### src/rtl/calc_sequencer.sv
// Accumulator sequencer for the 4-bit signed calculator: issues one operation at a time,
// captures the result and commits it to the accumulator or latches a sticky overflow error.
module calc_sequencer #(
  parameter int unsigned WIDTH   = 4,
  parameter int unsigned COUNT_W = 8
) (
  input  logic               CLOCK_50,
  input  logic               RESET_N,
  input  logic               start,
  input  logic [2:0]         op,
  input  logic [WIDTH-1:0]   operand,
  output logic               busy,
  output logic               done,
  output logic [WIDTH-1:0]   acc,
  output logic               err,
  output logic [COUNT_W-1:0] op_count,
  output logic [WIDTH-1:0]   alu_a,
  output logic [WIDTH-1:0]   alu_b,
  output logic [2:0]         alu_op,
  input  logic [WIDTH-1:0]   alu_r,
  input  logic               alu_ovf
);

  localparam logic [2:0] OpAdd   = 3'b000;
  localparam logic [2:0] OpSub   = 3'b001;
  localparam logic [2:0] OpAbs   = 3'b010;
  localparam logic [2:0] OpLoad  = 3'b011;
  localparam logic [2:0] OpClear = 3'b100;

  typedef enum logic [1:0] {
    StIdle    = 2'd0,
    StIssue   = 2'd1,
    StCapture = 2'd2,
    StError   = 2'd3
  } state_e;

  state_e             state_q, state_d;
  logic [2:0]         op_q, op_d;
  logic [WIDTH-1:0]   b_q, b_d;
  logic [WIDTH-1:0]   acc_q, acc_d;
  logic               err_q, err_d;
  logic               busy_q, busy_d;
  logic               done_q, done_d;
  logic [COUNT_W-1:0] op_count_q, op_count_d;
  logic [WIDTH-1:0]   alu_a_q, alu_a_d;
  logic [WIDTH-1:0]   alu_b_q, alu_b_d;
  logic [2:0]         alu_op_q, alu_op_d;

  logic               op_legal;
  logic               op_is_arith;
  logic               accept;

  assign op_legal    = (op <= OpClear);
  assign op_is_arith = (op == OpAdd) || (op == OpSub) || (op == OpAbs);

  always_comb begin
    state_d    = state_q;
    op_d       = op_q;
    b_d        = b_q;
    acc_d      = acc_q;
    err_d      = err_q;
    busy_d     = 1'b0;
    done_d     = 1'b0;
    op_count_d = op_count_q;
    alu_a_d    = alu_a_q;
    alu_b_d    = alu_b_q;
    alu_op_d   = alu_op_q;
    accept     = 1'b0;

    unique case (state_q)
      StIdle: begin
        accept = start && op_legal;
      end
      StIssue: begin
        busy_d  = 1'b1;
        state_d = StCapture;
      end
      StCapture: begin
        done_d  = 1'b1;
        state_d = StIdle;
        unique case (op_q)
          OpAdd, OpSub, OpAbs: begin
            if (alu_ovf) begin
              err_d   = 1'b1;
              state_d = StError;
            end else begin
              acc_d      = alu_r;
              op_count_d = op_count_q + COUNT_W'(1);
            end
          end
          OpLoad: begin
            acc_d      = b_q;
            op_count_d = op_count_q + COUNT_W'(1);
          end
          OpClear: begin
            // Also the only way out of the sticky error state.
            acc_d      = '0;
            err_d      = 1'b0;
            op_count_d = op_count_q + COUNT_W'(1);
          end
          default: begin
            state_d = StIdle;
          end
        endcase
      end
      StError: begin
        accept = start && (op == OpClear);
      end
      default: begin
        state_d = StIdle;
      end
    endcase

    if (accept) begin
      op_d     = op;
      b_d      = operand;
      alu_a_d  = acc_q;
      alu_b_d  = operand;
      alu_op_d = op_is_arith ? op : OpAdd;
      busy_d   = 1'b1;
      state_d  = StIssue;
    end
  end

  always_ff @(posedge CLOCK_50) begin
    if (!RESET_N) begin
      state_q    <= StIdle;
      op_q       <= '0;
      b_q        <= '0;
      acc_q      <= '0;
      err_q      <= 1'b0;
      busy_q     <= 1'b0;
      done_q     <= 1'b0;
      op_count_q <= '0;
      alu_a_q    <= '0;
      alu_b_q    <= '0;
      alu_op_q   <= '0;
    end else begin
      state_q    <= state_d;
      op_q       <= op_d;
      b_q        <= b_d;
      acc_q      <= acc_d;
      err_q      <= err_d;
      busy_q     <= busy_d;
      done_q     <= done_d;
      op_count_q <= op_count_d;
      alu_a_q    <= alu_a_d;
      alu_b_q    <= alu_b_d;
      alu_op_q   <= alu_op_d;
    end
  end

  assign busy     = busy_q;
  assign done     = done_q;
  assign acc      = acc_q;
  assign err      = err_q;
  assign op_count = op_count_q;
  assign alu_a    = alu_a_q;
  assign alu_b    = alu_b_q;
  assign alu_op   = alu_op_q;

endmodule

### config.mk
export PLATFORM = sky130hd
export DESIGN_NAME = calc_sequencer
export DESIGN_NICKNAME = d
export VERILOG_FILES = /design/src/rtl/calc_sequencer.sv
export SDC_FILE = /design/constraint.sdc
export NUM_CORES = 1
export LEC_CHECK = 0
export BUFFER_PORTS_ARGS = -buffer_cell sky130_fd_sc_hd__buf_4
export CAP_MARGIN = 20
export CORE_UTILIZATION = 45
export CTS_CLUSTER_DIAMETER = 150
export DETAILED_ROUTE_END_ITERATION = 6
export PLACE_DENSITY = 0.84
export SLEW_MARGIN = 10
export SYNTH_ARGS = -nofsm -noshare
export SYNTH_HDL_FRONTEND = slang
export SYNTH_SLANG_ARGS = --single-unit
### constraint.sdc
create_clock -name CLOCK_50 -period 1.5 [get_ports CLOCK_50]
set_input_delay 0.075 -clock CLOCK_50 [delete_from_list [all_inputs] [get_ports CLOCK_50]]
set_output_delay 0.075 -clock CLOCK_50 [all_outputs]
set_load 0.05 [all_outputs]
* After elaboration in Yosys (flattened, before gate mapping)
Cells that the tools add are included.
** Cells by class
- Equal/unequal tests :: 12
- Multipliers :: 0
- Reduce and logical (&&, ||, !) cells :: 18
- Add/sub/neg operators :: 1
- Bitwise operators :: 1
- Muxes and demuxes :: 15
- Divide/modulo/power cells :: 0
- Shift operators :: 0
- Magnitude comparators :: 1
** Operator list (count)
- $pmux 8 s2 :: 1
- $pmux 4 s3 :: 1
- $eq 3x2->1 const B :: 3
- $reduce_and 3->1 :: 3
- $add 8x1->8 const B :: 1
- $mux 8 :: 1
- $eq 3x1->1 const B :: 2
- $eq 3x3->1 const B :: 2
- $logic_not 3->1 :: 2
- $reduce_bool 2->1 :: 3
- $reduce_bool 3->1 :: 2
- $mux 1 :: 5
- $eq 2x2->1 const B :: 2
- $mux 2 :: 2
- $mux 4 :: 1
- $ne 2x2->1 const B :: 2
- $pmux 1 s2 :: 2
- $pmux 2 s2 :: 1
- $reduce_or 2->1 :: 2
- $le 3x3->1 const B :: 1
- $mux 3 :: 1
- $reduce_or 3->1 :: 1
- $eq 2x1->1 const B :: 1
- $logic_and 1x1->1 :: 2
- other kinds (3) :: 4
** Storage, ports and cells
- Bits of input ports :: 15
- Bits in writable memories :: 0
- ROM bits :: 0
- Bits in registers :: 31
- Memories :: 0
- Logic and storage cells :: 59
- Bits in latches :: 0

* Depth between registers and ports, before layout
Gate-level depths: netlist of the first run.
- Depth in word-level cells :: 5
- Depth in mapped cells :: 7

* Worst setup path after synthesis of the first run
OpenSTA, ideal clock, no wires.
- Path type :: reg-to-reg
- Start :: register state_q[0]
- End :: register state_q[0]
- Data arrival time :: 1502 ps
- Cell stages (with the launch flop) :: 7
- Required time :: 1380 ps
- Buffers on the path :: 1
- Library setup time :: 120 ps
- Clock period less this slack :: 1622 ps
- Slack :: -122 ps
- Path through :: dfxtp_1 -> inv_1 -> ha_1 -> o2111ai_2 -> buf_2 -> inv_1 -> o31a_1
** Between the ends
- Word-level cells in the longest chain between the ends :: 3
** Ends and longest elaborated chain
- from (decl) :: RTL line 37 : state_e state_q, state_d;
- from (signal assigned) :: RTL line 127 : state_q <= StIdle;
- from (signal assigned) :: RTL line 139 : state_q <= state_d;
- $eq 2x2->1 (tied with other cells) :: RTL line 70 : unique case (state_q)
- $pmux 1 s2 or $pmux 2 s2 (tied branches) :: RTL line 70
- $reduce_bool 3->1 (no source line) or $mux 1 (tied branches)
Parallel ways exist; a longest one is shown, timed or not.
A chain may end at the register's enable or synchronous reset.

* Final worst setup path of the first run
- Start :: register state_q[0]
- End :: register op_count_q[7] (netlist: op_count[7])
** Between the ends
- Word-level cells in the longest chain between the ends :: 2
** Ends and longest elaborated chain
- $eq 2x2->1 :: RTL line 70
- $reduce_and 3->1 (no source line)
- to (signal assigned) :: RTL line 146 : op_count_q <= op_count_d;
- to (decl) :: RTL line 44 : logic [COUNT_W-1:0] op_count_q, op_count_d;
No other way between the ends.

==> results of run 1 <==
[state kept, by name, summed over array words and instances (netlist names)]
name,cells
alu_a,4
alu_op,3
busy,1
op_q,3
acc,4
state_q,2
err,1
alu_b,4
done,1
op_count,8
[logic make-up (layout without fill, tap and decap cells)]
kind of cell               Yosys count  after routing
buffers and inverters               14             75
and+or+nand+nor                     51             51
xor gates and xnor gates             1              1
adders and majority gates            4              4
AOI/OAI and AO/OA                   37             37
DFF                                 31             31
muxes                               10             10
[metal layers]
layer,global-route usage,wire (um),up-vias
met5,0,0,-
met2,0.372,1720,50
li1,-,-,649
met1,0.251,1430,620
met4,0.102,72,0
met3,0.0625,201,9
[synth_stat cells, types with 3 or more instances]
cell type	instances	area, um^2
inv_1	7	26.3
nand2_1	14	52.6
buf_2	3	15.0
clkbuf_1	3	11.3
nor2b_1	10	62.6
and2_1	4	25.0
ha_1	4	50.1
a21boi_0	4	30.0
a21oi_1	4	20.0
or3_1	7	43.8
a21boi_1	7	52.6
dfxtp_1	31	621
o22ai_1	4	25.0
mux2i_1	10	100
o21ai_0	7	35.0
[metrics by stage]
| stage | total power (uW) | util | cells | setup TNS, ps |
|---|---|---|---|---|
| floorplan | 1550 | - | 148 | -104 |
| global placement | 1820 | 0.639 | 223 | -106 |
| detailed placement | 1850 | 0.639 | 223 | -748 |
| CTS | 2490 | 0.700 | 239 | -341 |
| global route | 2700 | 0.725 | 240 | -1840 |
| finish | 2560 | 0.725 | 240 | -419 |
[power by group]
group / internal (uW) / leakage (uW) / switching (uW) / total (uW)
sequential: 910 / 0.000255 / 60.9 / 971
clock: 275 / 0.0000386 / 266 / 541
combinational: 507 / 0.000606 / 546 / 1050
[tightest hold or removal path, cell delays in order]
cell      delay (ps)
buf_4            140
o21ai_0           60
a21boi_0          70
[how the worst max path moves through the flow]
stage | end | cells past startpoint | from | slack [ps]
2_1_floorplan | state_q[0]$_SDFFE_PN0P_ | 6 | state_q[1]$_SDFFE_PP0P_ | -10
3_3_place_gp | op_count[7]$_SDFFE_PN0P_ | 7 | state_q[0]$_SDFFE_PN0P_ | -30
3_5_place_dp | op_count[7]$_SDFFE_PN0P_ | 7 | state_q[0]$_SDFFE_PN0P_ | -110
4_1_cts | op_count[7]$_SDFFE_PN0P_ | 7 | state_q[0]$_SDFFE_PN0P_ | -100
5_1_grt | op_count[7]$_SDFFE_PN0P_ | 7 | state_q[0]$_SDFFE_PN0P_ | -180
6_report | op_count[7]$_SDFFE_PN0P_ | 7 | state_q[0]$_SDFFE_PN0P_ | -110
[what timing repair did]
item | 4_1_cts | 5_1_grt
gates resized for setup | 12 | 11
setup buffers | 2 | 1
pin swaps | 15 | 4
hold endpoints to repair | 4 | 0
setup endpoints to repair | 20 | 23
hold buffers | 4 | 0
gates cloned | 2 | 0
[cell type report]
type,instances,area (um^2),area share
flip-flops and latches,31,629,0.304
inverters,7,26.3,0.0127
clock buffers,8,68.8,0.0333
well taps,31,38.8,0.0188
multi-input cells,103,806,0.390
repair buffers,60,498,0.241
==> flow_metrics.tcl, run 1 <==
set metrics [dict create \
    yosys_warnings 0 \
    violations "design-rule violations, negative setup slack" \
    core_um2 2850 \
    first_iter_violations 49 \
    root_buffer "clkbuf_4" \
    holdPathStages 3 \
    avgViaCountPerCell 5.53 \
    clock_path_buffers 2 \
    required_ps 1770 \
    async_reset_ff_frac 0 \
    cp.arrival_ps 1880 \
    initial_core_util 0.490 \
    r2r-end "op_count[7]$_SDFFE_PN0P_" \
    clock_latency_ps 320 \
    slew_headroom 0.799 \
    io_pins 41 \
    worst_pin_slew_ps 299 \
    setup_violations 10 \
    crit_buf_inv 2 \
    drt-total-wl_um 3420 \
    drt-pass1-iter-count 6 \
    fillers 199 \
    hold-path-endpoint "op_q[2]$_SDFFE_PN0P_" \
    synthAdderAreaFrac 0.0358 \
    startpoint_type "register" \
    hold-worst-slack_ps 64.6 \
    synth-xor-area-share 0.00626 \
    synth_nets 167 \
    clk_pin_slew_ps 90 \
    syn_to_final_growth_pct 47.8 \
    place.gp.congestion 0.838 \
    fin_area_um2 2070 \
    port_buffers 40 \
    worstPathMaxFanout 5 \
    cp_top_family "simple AND/OR/NAND/NOR gates" \
    num_rows 19 \
    min_period_ps 1610 \
    drive_gt1_frac 0.397 \
    antenna_cells 0 \
    pwr_density_cell_nw_per_um2 1240 \
    synth.distinct_cells 39 \
    ys_seq_elements 31 \
    final_cell_mix "49 x buf_4, 24 x dfxtp_1, 13 x nand2_1, 10 x mux2i_1, 10 x nor2b_1" \
    rr_worst_depth 7 \
    final_max_slew_viol_count 0 \
    antenna_left 0 \
    critPathSlowestCell "or4_4" \
    min-delay-start "op[2]" \
    syn-instance-count 148 \
    synth_top_family_by_area "simple AND/OR/NAND/NOR gates" \
    final_common_cell "buf_4" \
    grt_usage 0.217 \
    antenna_found_initial 0 \
    rsz0062_at_grt "true" \
    p_leak_uw 0.000899 \
    fin_skew_ps 3.16 \
    grt_max_degree 34 \
    muxShareOfSynthArea 0.0716 \
    fp.dieW_um 57.8 \
    fmax_ghz 0.619 \
    dr_total_vias 1328 \
    hold_viol_final 0 \
    placed_cell_area_um2 1820 \
    htree_levels 2 \
    max-cap-violations 0 \
    grt_pass1_wl_um 5500 \
    crit_path_cell_trace "inv_2 > ha_4 > and4bb_2 > a31oi_4 > buf_6 > or4_4 > a21boi_2" \
    drc 2 \
    hpwl_um 2260 \
    end_kind "register" \
    status "complete, but fails checks" \
    setup_ws_ps -114 \
    cts_sinks 31 \
    ys.flop_type "dfxtp_1" \
    finalCritPeriodShare 1.08 \
    critPathKind "reg -> reg" \
    r2r_slack_ps -110 \
    cp_slowest_stage_delay_ps 410 \
    ir_worst_vdd_mv 0.890 \
    mappedNetlistArea_um2 1400 \
    min_path_type "in -> reg" \
    syn_area_per_cell_um2 9.45 \
    die_y_um 57.8 \
    nNetsFinal 227 \
    synth_enable_flop_cells 0 \
    ys_seq_area_frac 0.444 \
    wl_per_cell_um 14.2 \
    grt_pass1_vias 1290 \
    cts_tree "done" \
    grt_overflow 0 \
    synth_compound_area_frac 0.189 \
    regToRegStartpoint "state_q[0]$_SDFFE_PN0P_" \
    cts_buffers 5 \
    die_area_um2 3340 \
    dp_slack_ps -106 \
    yosys.area_share.simple 0.208 \
]
Note: power is estimated with default switching activity, not from simulation.
==> inputs of run 2 (changes only) <==
--- a/config.mk
+++ b/config.mk
@@ -7,6 +7,7 @@
 export LEC_CHECK = 0
 export BUFFER_PORTS_ARGS = -buffer_cell sky130_fd_sc_hd__buf_4
 export CAP_MARGIN = 20
+export CORE_ASPECT_RATIO = 0.9
 export CORE_UTILIZATION = 45
 export CTS_CLUSTER_DIAMETER = 150
 export DETAILED_ROUTE_END_ITERATION = 6
==> flow_metrics.tcl, run 2 (synthesis results as in run 1) <==
set metrics [dict create \
    critPathKind "reg -> reg" \
    p_sw_uw 908 \
    die_area_um2 3340 \
    min_path_type "in -> reg" \
    drt-pass1-iter-count 4 \
    slew_headroom 0.623 \
    num_rows 18 \
    io_pins 41 \
    hpwl_um 2460 \
    avgViaCountPerCell 5.53 \
    clk_pin_slew_ps 90 \
    drive_gt1_frac 0.403 \
    root_buffer "clkbuf_4" \
    finalSetupTns_ps -1070 \
    route.met3.wl_um 170 \
    crit_buf_inv 2 \
    drt-total-wl_um 3870 \
    dr_total_vias 1361 \
    antenna_left 0 \
    top_layer "met4" \
    violations "negative setup slack" \
    ir_worst_vdd_mv 0.793 \
    startpoint_type "register" \
    p_leak_uw 0.000880 \
    crit_path_cell_trace "inv_2 > ha_4 > and4bb_2 > a31oi_4 > buf_6 > or3_1 > a21boi_1" \
    setup_violations 17 \
    min_period_ps 1640 \
    grt_overflow 0 \
    switching_share 0.363 \
    grt_pass1_wl_um 5450 \
    hold-path-endpoint "alu_b[1]$_SDFFE_PN0P_" \
    r2r-end "acc[2]$_SDFFE_PN0P_" \
    clock_latency_ps 320 \
    p_int_uw 1590 \
    core_um2 2840 \
    first_iter_violations 35 \
    setup_ws_ps -144 \
    fmax_ghz 0.608 \
    cts_buffers 5 \
    pwr_density_cell_nw_per_um2 1230 \
    port_buffers 40 \
    worst_pin_slew_ps 559 \
    final_cell_mix "50 x buf_4, 24 x dfxtp_1, 14 x nand2_1, 10 x mux2i_1, 10 x nor2b_1" \
    cts_tree "done" \
    finalCritPeriodShare 1.10 \
    fin_skew_ps 4.19 \
    drc 0 \
    cp_top_family "simple AND/OR/NAND/NOR gates" \
    antenna_found_initial 0 \
    grt_usage 0.225 \
    die_y_um 54.9 \
    clock_path_buffers 2 \
    cp_slowest_stage_delay_ps 380 \
    p_comb_frac 0.432 \
    htree_levels 2 \
    wl_met2_um 2000 \
    critPathSlowestCell "or3_1" \
    r2r_slack_ps -140 \
    fin_area_um2 2030 \
    grt_pass1_vias 1237 \
    initial_core_util 0.493 \
    worstPathMaxFanout 9 \
    required_ps 1750 \
    syn_to_final_growth_pct 45.4 \
    clkPwrFrac 0.175 \
    wl_per_cell_um 15.7 \
    hold_viol_final 0 \
    fin_util 0.717 \
    end_kind "register" \
    min-delay-start "operand[1]" \
    max-cap-violations 0 \
    fp.dieW_um 60.8 \
    placed_cell_area_um2 1840 \
    crit_start "state_q[0]$_SDFFE_PN0P_" \
    grt_max_degree 34 \
    hold-worst-slack_ps 5.25 \
    regToRegStartpoint "state_q[0]$_SDFFE_PN0P_" \
    met1_length_um 1580 \
    antenna_cells 0 \
    cts_sinks 31 \
    cp.arrival_ps 1900 \
    final_common_cell "buf_4" \
    rr_worst_depth 7 \
    seqPwrFrac 0.393 \
    nNetsFinal 226 \
    status "complete, but fails checks" \
    rsz0062_at_grt "true" \
    largest_reg_flops 8 \
    final_max_slew_viol_count 0 \
    place.gp.congestion 0.759 \
    holdPathStages 3 \
    ctsHoldBuffers 0 \
]
run 2: cell count changes in the layout (fill, tap and decap cells not counted), moves of 2 or more:
cell	before	now
dlygate4sd3_1	4	0
clkbuf_8	2	0
a21boi_1	7	9
buf_6	4	7
run 2: worst max-delay path by stage:
stage | endpoint | slack, ps | depth (start not counted)
3_3_place_gp | op_count[7]$_SDFFE_PN0P_ | -50 | 7
3_5_place_dp | op_count[2]$_SDFFE_PN0P_ | -120 | 7
6_report | acc[2]$_SDFFE_PN0P_ | -140 | 7
4_1_cts | op_count[1]$_SDFFE_PN0P_ | -100 | 8
2_1_floorplan | state_q[0]$_SDFFE_PN0P_ | -10 | 6
5_1_grt | acc[2]$_SDFFE_PN0P_ | -190 | 7
run 2: layer usage:
layer  GRT usage  up-vias
met1       0.273      642
met3      0.0419       13
li1            -      648
met2       0.408       58
met4      0.0682        0
met5           0        -
run 2: metrics by stage:
step | instances | total power (uW) | worst slack (ps)
2_1_floorplan | 148 | 1550 | -14.5
3_3_place_gp | 233 | 1820 | -45.2
3_5_place_dp | 233 | 1870 | -116
4_1_cts | 243 | 2380 | -99.4
5_1_grt | 246 | 2610 | -191
6_report | 246 | 2500 | -144
run 2: layout make-up:
| type | count | area (um^2) |
|---|---|---|
| multi-input cells | 103 | 803 |
| fillers | 223 | 803 |
| flip-flops and latches | 31 | 632 |
| repair buffers | 59 | 479 |
| well taps | 40 | 50.0 |
| clock buffers | 6 | 41.3 |
| inverters | 7 | 28.8 |
run 2: worst min-delay path: stages:
cell,delay (ps)
buf_4,70
mux2i_1,50
nor2b_1,90
run 2: what timing repair did:
| item | in CTS | in global routing |
|---|---|---|
| gates cloned | 2 | 0 |
| pin swaps | 4 | 6 |
| gates resized for setup | 14 | 14 |
| endpoints found under the setup margin | 23 | 25 |
| buffers inserted | 2 | 3 |
run 2: power by group through the flow:
| stage | registers (uW) | logic, uW | clock network, uW |
|---|---|---|---|
| 6_report | 983 | 1080 | 438 |
| 3_5_place_dp | 985 | 883 | 0 |
| 4_1_cts | 976 | 972 | 431 |
| 5_1_grt | 993 | 1150 | 474 |
| 2_1_floorplan | 1160 | 391 | 0 |
| 3_3_place_gp | 979 | 837 | 0 |
